**src/rtl/mips_pkg.sv**
```systemverilog
// ----------------------------------------------------------------------------
// mips_pkg
//   Shared definitions for the MEM-stage load/store unit:
//   - MIPS load/store opcode constants
//   - load/store unit FSM state encoding
//   - helper functions for index width and opcode classification
// ----------------------------------------------------------------------------
package mips_pkg;

  localparam logic [5:0] OP_LB  = 6'h20;
  localparam logic [5:0] OP_LH  = 6'h21;
  localparam logic [5:0] OP_LW  = 6'h23;
  localparam logic [5:0] OP_LBU = 6'h24;
  localparam logic [5:0] OP_LHU = 6'h25;
  localparam logic [5:0] OP_SB  = 6'h28;
  localparam logic [5:0] OP_SH  = 6'h29;
  localparam logic [5:0] OP_SW  = 6'h2B;

  localparam int MEM_WORDS_DEFAULT = 256;

  typedef enum logic [2:0] {
    ST_IDLE  = 3'd0,
    ST_RD    = 3'd1,
    ST_WR    = 3'd2,
    ST_MERGE = 3'd3,
    ST_RESP  = 3'd4
  } lsu_state_t;

  // Word-index width for a memory of the given depth (at least 1 bit).
  function automatic int idx_width(input int words);
    if (words > 1) begin
      return $clog2(words);
    end else begin
      return 1;
    end
  endfunction

  // Opcode is one of the eight supported loads/stores.
  function automatic logic is_legal_op(input logic [5:0] op);
    case (op)
      OP_LB, OP_LH, OP_LW, OP_LBU, OP_LHU, OP_SB, OP_SH, OP_SW: return 1'b1;
      default:                                                 return 1'b0;
    endcase
  endfunction

  // Sub-word stores that need a read-modify-write sequence.
  function automatic logic is_rmw_op(input logic [5:0] op);
    case (op)
      OP_SB, OP_SH: return 1'b1;
      default:      return 1'b0;
    endcase
  endfunction

  // Word ops need addr[1:0]==0, halfword ops need addr[0]==0; bytes never misalign.
  function automatic logic is_misaligned(input logic [5:0] op, input logic [1:0] lo);
    case (op)
      OP_LW, OP_SW:         return (lo != 2'b00);
      OP_LH, OP_LHU, OP_SH: return lo[0];
      default:              return 1'b0;
    endcase
  endfunction

endpackage

```
**src/rtl/load_extend.sv**
```systemverilog
// ----------------------------------------------------------------------------
// load_extend
//   Combinational load formatter: selects the addressed half/byte lane of a
//   memory word (little-endian, byte 0 = bits [7:0]) and sign- or
//   zero-extends it according to the load opcode.
// Ports
//   word_i     [31:0] word read from data memory
//   byte_off_i [1:0]  byte offset within the word (addr[1:0])
//   opcode_i   [5:0]  load opcode
//   data_o     [31:0] extended load value (0 for non-load opcodes)
// ----------------------------------------------------------------------------
module load_extend
  import mips_pkg::*;
(
  input  logic [31:0] word_i,
  input  logic [1:0]  byte_off_i,
  input  logic [5:0]  opcode_i,
  output logic [31:0] data_o
);

  logic [15:0] half_sel;
  logic [7:0]  byte_sel;

  // Lane selection: half chosen by addr[1], byte by addr[1:0].
  always_comb begin
    half_sel = 16'h0000;
    byte_sel = 8'h00;
    if (byte_off_i[1]) begin
      half_sel = word_i[31:16];
    end else begin
      half_sel = word_i[15:0];
    end
    case (byte_off_i)
      2'd0:    byte_sel = word_i[7:0];
      2'd1:    byte_sel = word_i[15:8];
      2'd2:    byte_sel = word_i[23:16];
      2'd3:    byte_sel = word_i[31:24];
      default: byte_sel = word_i[7:0];
    endcase
  end

  // Extension per opcode.
  always_comb begin
    data_o = 32'h0000_0000;
    case (opcode_i)
      OP_LW:   data_o = word_i;
      OP_LH:   data_o = {{16{half_sel[15]}}, half_sel};
      OP_LHU:  data_o = {16'h0000, half_sel};
      OP_LB:   data_o = {{24{byte_sel[7]}}, byte_sel};
      OP_LBU:  data_o = {24'h00_0000, byte_sel};
      default: data_o = 32'h0000_0000;
    endcase
  end

endmodule

```
**src/rtl/load_store_unit.sv**
```systemverilog
// ----------------------------------------------------------------------------
// load_store_unit
//   MEM-stage controller between the EX result and a word-wide data memory.
//   Executes lw/lh/lhu/lb/lbu/sw/sh/sb. Loads are extended by load_extend;
//   sh/sb are read-modify-write. All outputs are registered.
//
//   Sequencing (edges counted from the accept edge):
//     error : IDLE -> RESP
//     sw    : IDLE -> WR -> RESP
//     load  : IDLE -> RD(strobe) -> RD(data wait) -> RESP
//     sh/sb : IDLE -> RD(strobe) -> RD(data wait) -> MERGE -> RESP
//   The memory has a registered read: mem_rdata is valid after the edge that
//   ends the strobe cycle, so RD lasts two cycles and samples on the second.
//
// Ports
//   clk, reset                 clock, asynchronous active-high reset
//   req_valid/req_ready        request handshake (ready only in IDLE)
//   req_opcode/addr/wdata/rt   request fields, captured on accept
//   mem_idx                    word index addr[IDX_W+1:2], stable for the op
//   mem_read/mem_write         one-cycle strobes, never both high
//   mem_wdata                  full word to write
//   mem_rdata                  word from memory (registered read)
//   resp_valid                 one-cycle completion pulse
//   resp_load/rt/data/err      completion info, qualified by resp_valid
// ----------------------------------------------------------------------------
module load_store_unit
  import mips_pkg::*;
#(
  parameter int MEM_WORDS = MEM_WORDS_DEFAULT
) (
  input  logic                                clk,
  input  logic                                reset,
  input  logic                                req_valid,
  output logic                                req_ready,
  input  logic [5:0]                          req_opcode,
  input  logic [31:0]                         req_addr,
  input  logic [31:0]                         req_wdata,
  input  logic [4:0]                          req_rt,
  output logic [mips_pkg::idx_width(MEM_WORDS)-1:0] mem_idx,
  output logic                                mem_read,
  output logic                                mem_write,
  output logic [31:0]                         mem_wdata,
  input  logic [31:0]                         mem_rdata,
  output logic                                resp_valid,
  output logic                                resp_load,
  output logic [4:0]                          resp_rt,
  output logic [31:0]                         resp_data,
  output logic                                resp_err
);

  localparam int IDX_W = idx_width(MEM_WORDS);

  lsu_state_t        state_q;
  logic              rd_wait_q;
  logic [5:0]        op_q;
  logic [1:0]        addr_lo_q;
  logic [31:0]       wdata_q;
  logic [4:0]        rt_q;

  logic              req_ready_q;
  logic [IDX_W-1:0]  mem_idx_q;
  logic              mem_read_q;
  logic              mem_write_q;
  logic [31:0]       mem_wdata_q;
  logic              resp_valid_q;
  logic              resp_load_q;
  logic [4:0]        resp_rt_q;
  logic [31:0]       resp_data_q;
  logic              resp_err_q;

  logic              acc_err;
  logic [31:0]       ext_data;
  logic [31:0]       merge_word_d;
  logic              unused_addr_hi;

  // Address bits above the word index are intentionally ignored (index wraps).
  assign unused_addr_hi = ^req_addr[31:IDX_W+2];

  // Accept-time decode: illegal opcode or misalignment short-circuits to RESP.
  always_comb begin
    acc_err = 1'b0;
    if (!is_legal_op(req_opcode)) begin
      acc_err = 1'b1;
    end else begin
      acc_err = is_misaligned(req_opcode, req_addr[1:0]);
    end
  end

  load_extend u_load_extend (
    .word_i     (mem_rdata),
    .byte_off_i (addr_lo_q),
    .opcode_i   (op_q),
    .data_o     (ext_data)
  );

  // Read-modify-write merge: replace only the addressed lane of the read word.
  always_comb begin
    merge_word_d = mem_rdata;
    if (op_q == OP_SH) begin
      if (addr_lo_q[1]) begin
        merge_word_d[31:16] = wdata_q[15:0];
      end else begin
        merge_word_d[15:0] = wdata_q[15:0];
      end
    end else begin
      case (addr_lo_q)
        2'd0:    merge_word_d[7:0]   = wdata_q[7:0];
        2'd1:    merge_word_d[15:8]  = wdata_q[7:0];
        2'd2:    merge_word_d[23:16] = wdata_q[7:0];
        2'd3:    merge_word_d[31:24] = wdata_q[7:0];
        default: merge_word_d        = mem_rdata;
      endcase
    end
  end

  // Control FSM with registered outputs; strobes and response default low each cycle.
  always_ff @(posedge clk or posedge reset) begin
    if (reset) begin
      state_q      <= ST_IDLE;
      rd_wait_q    <= 1'b0;
      op_q         <= 6'd0;
      addr_lo_q    <= 2'd0;
      wdata_q      <= 32'h0000_0000;
      rt_q         <= 5'd0;
      req_ready_q  <= 1'b1;
      mem_idx_q    <= '0;
      mem_read_q   <= 1'b0;
      mem_write_q  <= 1'b0;
      mem_wdata_q  <= 32'h0000_0000;
      resp_valid_q <= 1'b0;
      resp_load_q  <= 1'b0;
      resp_rt_q    <= 5'd0;
      resp_data_q  <= 32'h0000_0000;
      resp_err_q   <= 1'b0;
    end else begin
      mem_read_q   <= 1'b0;
      mem_write_q  <= 1'b0;
      resp_valid_q <= 1'b0;
      resp_load_q  <= 1'b0;
      resp_rt_q    <= 5'd0;
      resp_data_q  <= 32'h0000_0000;
      resp_err_q   <= 1'b0;
      case (state_q)
        ST_IDLE: begin
          if (req_valid) begin
            op_q        <= req_opcode;
            addr_lo_q   <= req_addr[1:0];
            wdata_q     <= req_wdata;
            rt_q        <= req_rt;
            mem_idx_q   <= req_addr[IDX_W+1:2];
            req_ready_q <= 1'b0;
            rd_wait_q   <= 1'b0;
            if (acc_err) begin
              state_q      <= ST_RESP;
              resp_valid_q <= 1'b1;
              resp_err_q   <= 1'b1;
              resp_rt_q    <= req_rt;
            end else if (req_opcode == OP_SW) begin
              state_q     <= ST_WR;
              mem_write_q <= 1'b1;
              mem_wdata_q <= req_wdata;
            end else begin
              state_q    <= ST_RD;
              mem_read_q <= 1'b1;
            end
          end else begin
            state_q     <= ST_IDLE;
            req_ready_q <= 1'b1;
          end
        end
        ST_RD: begin
          if (!rd_wait_q) begin
            // Strobe cycle done; memory presents the word after this edge.
            rd_wait_q <= 1'b1;
          end else if (is_rmw_op(op_q)) begin
            state_q     <= ST_MERGE;
            mem_write_q <= 1'b1;
            mem_wdata_q <= merge_word_d;
          end else begin
            state_q      <= ST_RESP;
            resp_valid_q <= 1'b1;
            resp_load_q  <= 1'b1;
            resp_rt_q    <= rt_q;
            resp_data_q  <= ext_data;
          end
        end
        ST_WR, ST_MERGE: begin
          state_q      <= ST_RESP;
          resp_valid_q <= 1'b1;
          resp_rt_q    <= rt_q;
        end
        ST_RESP: begin
          state_q     <= ST_IDLE;
          req_ready_q <= 1'b1;
        end
        default: begin
          state_q     <= ST_IDLE;
          req_ready_q <= 1'b1;
        end
      endcase
    end
  end

  assign req_ready  = req_ready_q;
  assign mem_idx    = mem_idx_q;
  assign mem_read   = mem_read_q;
  assign mem_write  = mem_write_q;
  assign mem_wdata  = mem_wdata_q;
  assign resp_valid = resp_valid_q;
  assign resp_load  = resp_load_q;
  assign resp_rt    = resp_rt_q;
  assign resp_data  = resp_data_q;
  assign resp_err   = resp_err_q;

endmodule

```
**config.mk**
```make
export PLATFORM = sky130hd
export DESIGN_NAME = load_store_unit
export DESIGN_NICKNAME = d
export VERILOG_FILES = /design/src/rtl/mips_pkg.sv /design/src/rtl/load_extend.sv /design/src/rtl/load_store_unit.sv
export SDC_FILE = /design/constraint.sdc
export NUM_CORES = 1
export LEC_CHECK = 0
export BUFFER_PORTS_ARGS = -buffer_cell sky130_fd_sc_hd__buf_2
export CAP_MARGIN = 40
export CORE_MARGIN = 2
export CORE_UTILIZATION = 40
export DETAILED_ROUTE_END_ITERATION = 12
export PLACE_DENSITY = 0.66
export SETUP_SLACK_MARGIN = 0.3
export SLEW_MARGIN = 10
export SYNTH_ARGS = -nofsm -noshare
export SYNTH_HDL_FRONTEND = slang
export SYNTH_SLANG_ARGS = --single-unit
```
**constraint.sdc**
```tcl
create_clock -name clk -period 9.8 [get_ports clk]
set_input_delay 0.49 -clock clk [delete_from_list [all_inputs] [get_ports clk]]
set_output_delay 0.49 -clock clk [all_outputs]
set_load 0.01 [all_outputs]
```
==> metrics.txt <==
# TYPE chip_impl_metric gauge
chip_impl_metric{name="required",unit="ns"} 10.10
chip_impl_metric{name="numCtsBuffers",unit=""} 17
chip_impl_metric{name="grt_use_met1",unit="%"} 31.17
chip_impl_metric{name="final_setup_violation_count",unit=""} 0
chip_impl_metric{name="grt_start_max_net_pins",unit=""} 66
chip_impl_metric{name="synth-edff-count",unit=""} 0
chip_impl_metric{name="grt_overflow_total",unit=""} 0
chip_impl_metric{name="clockBufferDepth",unit=""} 2
chip_impl_info{name="outcome",value="complete, no violations"} 1
chip_impl_metric{name="ys_seq_elements",unit=""} 116
chip_impl_info{name="gr_peak_layer",value="met2"} 1
chip_impl_metric{name="yosys.cell_types.count",unit=""} 50
chip_impl_metric{name="r2r_setup_slack",unit="ns"} 7.06
chip_impl_info{name="worstSetupPathType",value="flop to flop"} 1
chip_impl_metric{name="total_via_count_in_the_routed_design",unit=""} 4536
chip_impl_metric{name="register_clock_pin_slew_on_the_reported_worst_setup_and_hold_paths",unit="ns"} 0.05
chip_impl_metric{name="chipHeight",unit="um"} 123.7
chip_impl_metric{name="clock_period_minus_worst_slack",unit="ns"} 2.743
chip_impl_metric{name="drtPass1Iterations",unit=""} 7
chip_impl_metric{name="finalWeightedCongestion",unit=""} 0.8431
chip_impl_info{name="end_kind",value="flop"} 1
chip_impl_metric{name="utilization",unit="%"} 52.81
chip_impl_metric{name="setup_tns",unit="ns"} 0
chip_impl_metric{name="global_route_wire_length_before_repair",unit="mm"} 25.22
chip_impl_metric{name="drive_gt1_share",unit="%"} 45.61
chip_impl_metric{name="cap_violations",unit=""} 0
chip_impl_metric{name="final_net_count",unit=""} 746
chip_impl_info{name="cts_root_buf",value="clkbuf_16"} 1
chip_impl_metric{name="viasPerCell",unit=""} 5.472
chip_impl_metric{name="grt_antenna_before_repair",unit=""} 0
chip_impl_metric{name="fillers",unit=""} 1240
chip_impl_info{name="reg2reg_from",value="state_q[2]"} 1
chip_impl_metric{name="final_hold_viol_count",unit=""} 0
chip_impl_metric{name="power_frac_comb",unit="%"} 32.4
chip_impl_metric{name="power_switching",unit="mW"} 0.6484
chip_impl_metric{name="vdd.ir_drop.worst",unit="uV"} 121.0
chip_impl_metric{name="grt.met3_usage",unit="%"} 5.403
chip_impl_metric{name="netlist_instances",unit=""} 473
chip_impl_metric{name="place.detailed.hpwl",unit="mm"} 12.10
chip_impl_info{name="critical_path.slowest_cell",value="or3b_1"} 1
chip_impl_metric{name="row_count",unit=""} 43
chip_impl_metric{name="iteration_0_drc_markers",unit=""} 400
chip_impl_metric{name="timing.critical_path.fanout_max",unit=""} 33
chip_impl_metric{name="antenna_diode_count",unit=""} 0
chip_impl_metric{name="warnings_from_yosys",unit=""} 0
chip_impl_metric{name="r2r_depth",unit=""} 5
chip_impl_info{name="crit-reg2reg-capture",value="mem_wdata[30]"} 1
chip_impl_metric{name="clockPowerShare",unit="%"} 31.4
chip_impl_metric{name="wl",unit="mm"} 16.68
chip_impl_metric{name="postSynth.asyncResetShare",unit="%"} 100.0
chip_impl_metric{name="critPathArrivalTime",unit="ns"} 3.04
chip_impl_metric{name="clock_sink_count",unit=""} 116
chip_impl_info{name="unrepaired_setup_endpoints_after_global_routing",value="false"} 1
chip_impl_metric{name="first_global_vias",unit=""} 4519
chip_impl_metric{name="worst-slew-pin-transition",unit="ns"} 0.7801
chip_impl_metric{name="flow.area_growth_from_synthesis",unit="%"} 28.32
chip_impl_metric{name="max_slew_vio_count",unit=""} 0
chip_impl_metric{name="post_cts.resized_instances",unit=""} 0
chip_impl_metric{name="place.port_buffers",unit=""} 170
chip_impl_metric{name="worst_rel_slew_slack",unit="%"} 47.99
chip_impl_info{name="crit_family",value="simple AND/OR/NAND/NOR gates"} 1
chip_impl_info{name="main_synth_ff_type",value="dfrtp_1"} 1
chip_impl_metric{name="synth_sequential_area_ratio",unit="%"} 50.64
chip_impl_metric{name="critical_path_depth",unit=""} 5
chip_impl_metric{name="postSynthAreaPerCell",unit="um2"} 12.12
chip_impl_metric{name="p_leak",unit="nW"} 3.510
chip_impl_info{name="series_of_cell_instances_along_the_critical_path",value="or3b_1 -> or2_4 -> a21oi_4 -> buf_4 -> mux2_2"} 1
chip_impl_metric{name="detail-route-antenna-nets",unit=""} 0
chip_impl_metric{name="cts_setup_buffers",unit=""} 0
chip_impl_info{name="critical_path_source_type",value="flop"} 1
chip_impl_metric{name="multi_input_comb_area",unit="um2"} 2630
chip_impl_metric{name="clock_skew",unit="ns"} 0.006206
chip_impl_metric{name="cts.hold.buffers_added",unit=""} 0
chip_impl_metric{name="drc",unit=""} 0
chip_impl_metric{name="cts.htree.levels",unit=""} 4
chip_impl_metric{name="critical-path-max-stage-delay",unit="ns"} 0.71
chip_impl_metric{name="sequential_cell_area",unit="um2"} 2904
chip_impl_metric{name="grt_util_met2",unit="%"} 34.03
chip_impl_metric{name="floorplan.initialDensity",unit="%"} 41.15
chip_impl_metric{name="synth_area",unit="um2"} 5734
chip_impl_metric{name="die_w",unit="um"} 123.7
chip_impl_metric{name="power_per_cell_area",unit="nW/um2"} 275.9
chip_impl_metric{name="net_count_after_synthesis",unit=""} 583
chip_impl_metric{name="wire_per_inst",unit="um"} 20.12
chip_impl_metric{name="globalRouteTotalUtil",unit="%"} 22.38
chip_impl_metric{name="worstPathBufferInverterCount",unit=""} 1
chip_impl_metric{name="share_seq_of_total_power",unit="%"} 36.2
chip_impl_metric{name="cellInternalPower",unit="mW"} 1.382
chip_impl_metric{name="ios",unit=""} 193
chip_impl_info{name="cts_tree",value="done"} 1
chip_impl_metric{name="core_area",unit="um2"} 13930
chip_impl_metric{name="die_area",unit="um2"} 15310
chip_impl_metric{name="fmaxAchievable",unit="MHz"} 364.5
chip_impl_metric{name="finalCritPeriodShare",unit="%"} 27.99
chip_impl_info{name="worstHoldPathType",value="input pin to async pin"} 1
chip_impl_metric{name="worstSkewPairLatency",unit="ns"} 0.41
chip_impl_metric{name="p_sw_share",unit="%"} 31.93
==> layout make-up <==
type	instances	area share, %
Multi-Input combinational cell	319	35.74
Inverter	5	0.2891
Timing Repair Buffer	177	13.09
Clock buffer	23	6.632
Clock inverter	9	1.717
Sequential cell	116	39.47
Tap cell	180	3.061
==> power groups by stage <==
stage	logic [mW]	registers, mW	clock network, mW
6_report	0.658	0.734	0.638
2_1_floorplan	0.432	0.735	0
3_5_place_dp	0.658	0.738	0
5_1_grt	0.709	0.751	0.675
4_1_cts	0.662	0.733	0.648
3_3_place_gp	0.613	0.743	0
==> metrics by stage <==
step           hold slack [ns]  setup WS [ns]  power, mW  instances  instance area, um2
2_1_floorplan           0.4619          6.239      1.167        473                5734
3_3_place_gp            0.4687          7.114      1.355        794                6661
3_5_place_dp            0.4855          7.085      1.397        796                6716
4_1_cts                 0.1830          7.085      2.042        828                7331
5_1_grt                 0.2241          6.987      2.135        829                7358
6_report                0.1700          7.057      2.030        829                7358
==> synth_stat cells (4+ instances only) <==
master | n | share of area, %
a31oi_1 | 8 | 0.87
clkbuf_1 | 18 | 1.2
a21oi_1 | 51 | 4.5
dfrtp_1 | 115 | 50
buf_2 | 9 | 0.79
a32o_1 | 5 | 0.87
nor2_1 | 32 | 2.1
mux4_2 | 8 | 3.1
o21ai_0 | 4 | 0.35
inv_1 | 5 | 0.33
mux2_2 | 41 | 8.1
nand2b_1 | 10 | 1.1
o221ai_1 | 16 | 2.4
or3_1 | 16 | 1.7
nand2_1 | 35 | 2.3
mux2i_1 | 24 | 4.2
mux2_4 | 29 | 7.6
a222oi_1 | 8 | 1.4
==> how the worst max path moves through the flow <==
stage,startpoint,endpoint,slack (ns)
floorplan,reset,addr_lo_q[0],6.24
global placement,state_q[2],mem_wdata[30],7.11
detailed placement,state_q[2],mem_wdata[30],7.08
CTS,state_q[2],mem_wdata[30],7.09
global route,state_q[2],mem_wdata[29],6.99
finish,state_q[2],mem_wdata[30],7.06
==> routing by layer <==
metal / part of all wire [%] / wire length, um
met5: 0 / 0
met4: 1.7 / 279
met3: 7.3 / 1215
met2: 47 / 7764
met1: 44 / 7419
==> logic make-up (layout without fill, tap and decap cells) <==
kind of cell	after synthesis	in the layout	share of synthesized area, %
AOI/OAI and AO/OA	105	105	12.81
DFF	116	116	50.64
and+or+nand+nor	112	112	9.841
buffers and inverters	38	214	3.731
muxes	102	102	22.98
==> layout by cell type (no fill, tap or decap), types with 4 or more instances in the layout <==
cell	synthesis	routed
o21ai_0	4	4
a222oi_1	8	8
nand2_1	35	35
clkbuf_8	0	4
nor2_1	32	31
o221ai_1	16	16
a21oi_1	51	51
nand2b_1	10	10
dfrtp_1	115	115
buf_4	1	4
inv_1	5	4
mux2_2	41	41
a32o_1	5	5
clkinv_2	0	4
clkbuf_16	0	17
mux4_2	8	8
buf_2	9	170
mux2i_1	24	24
mux2_4	29	29
a31oi_1	8	8
or3_1	16	16
==> flip-flops by register name, summed over array words and instances (netlist names), 2 cells and up <==
| register | flops |
|---|---|
| resp_rt | 5 |
| op_q | 6 |
| mem_idx | 8 |
| mem_wdata | 32 |
| wdata_q | 16 |
| rt_q | 5 |
| resp_data | 32 |
| addr_lo_q | 2 |
| state_q | 3 |
(Power assumes the default switching activity.)
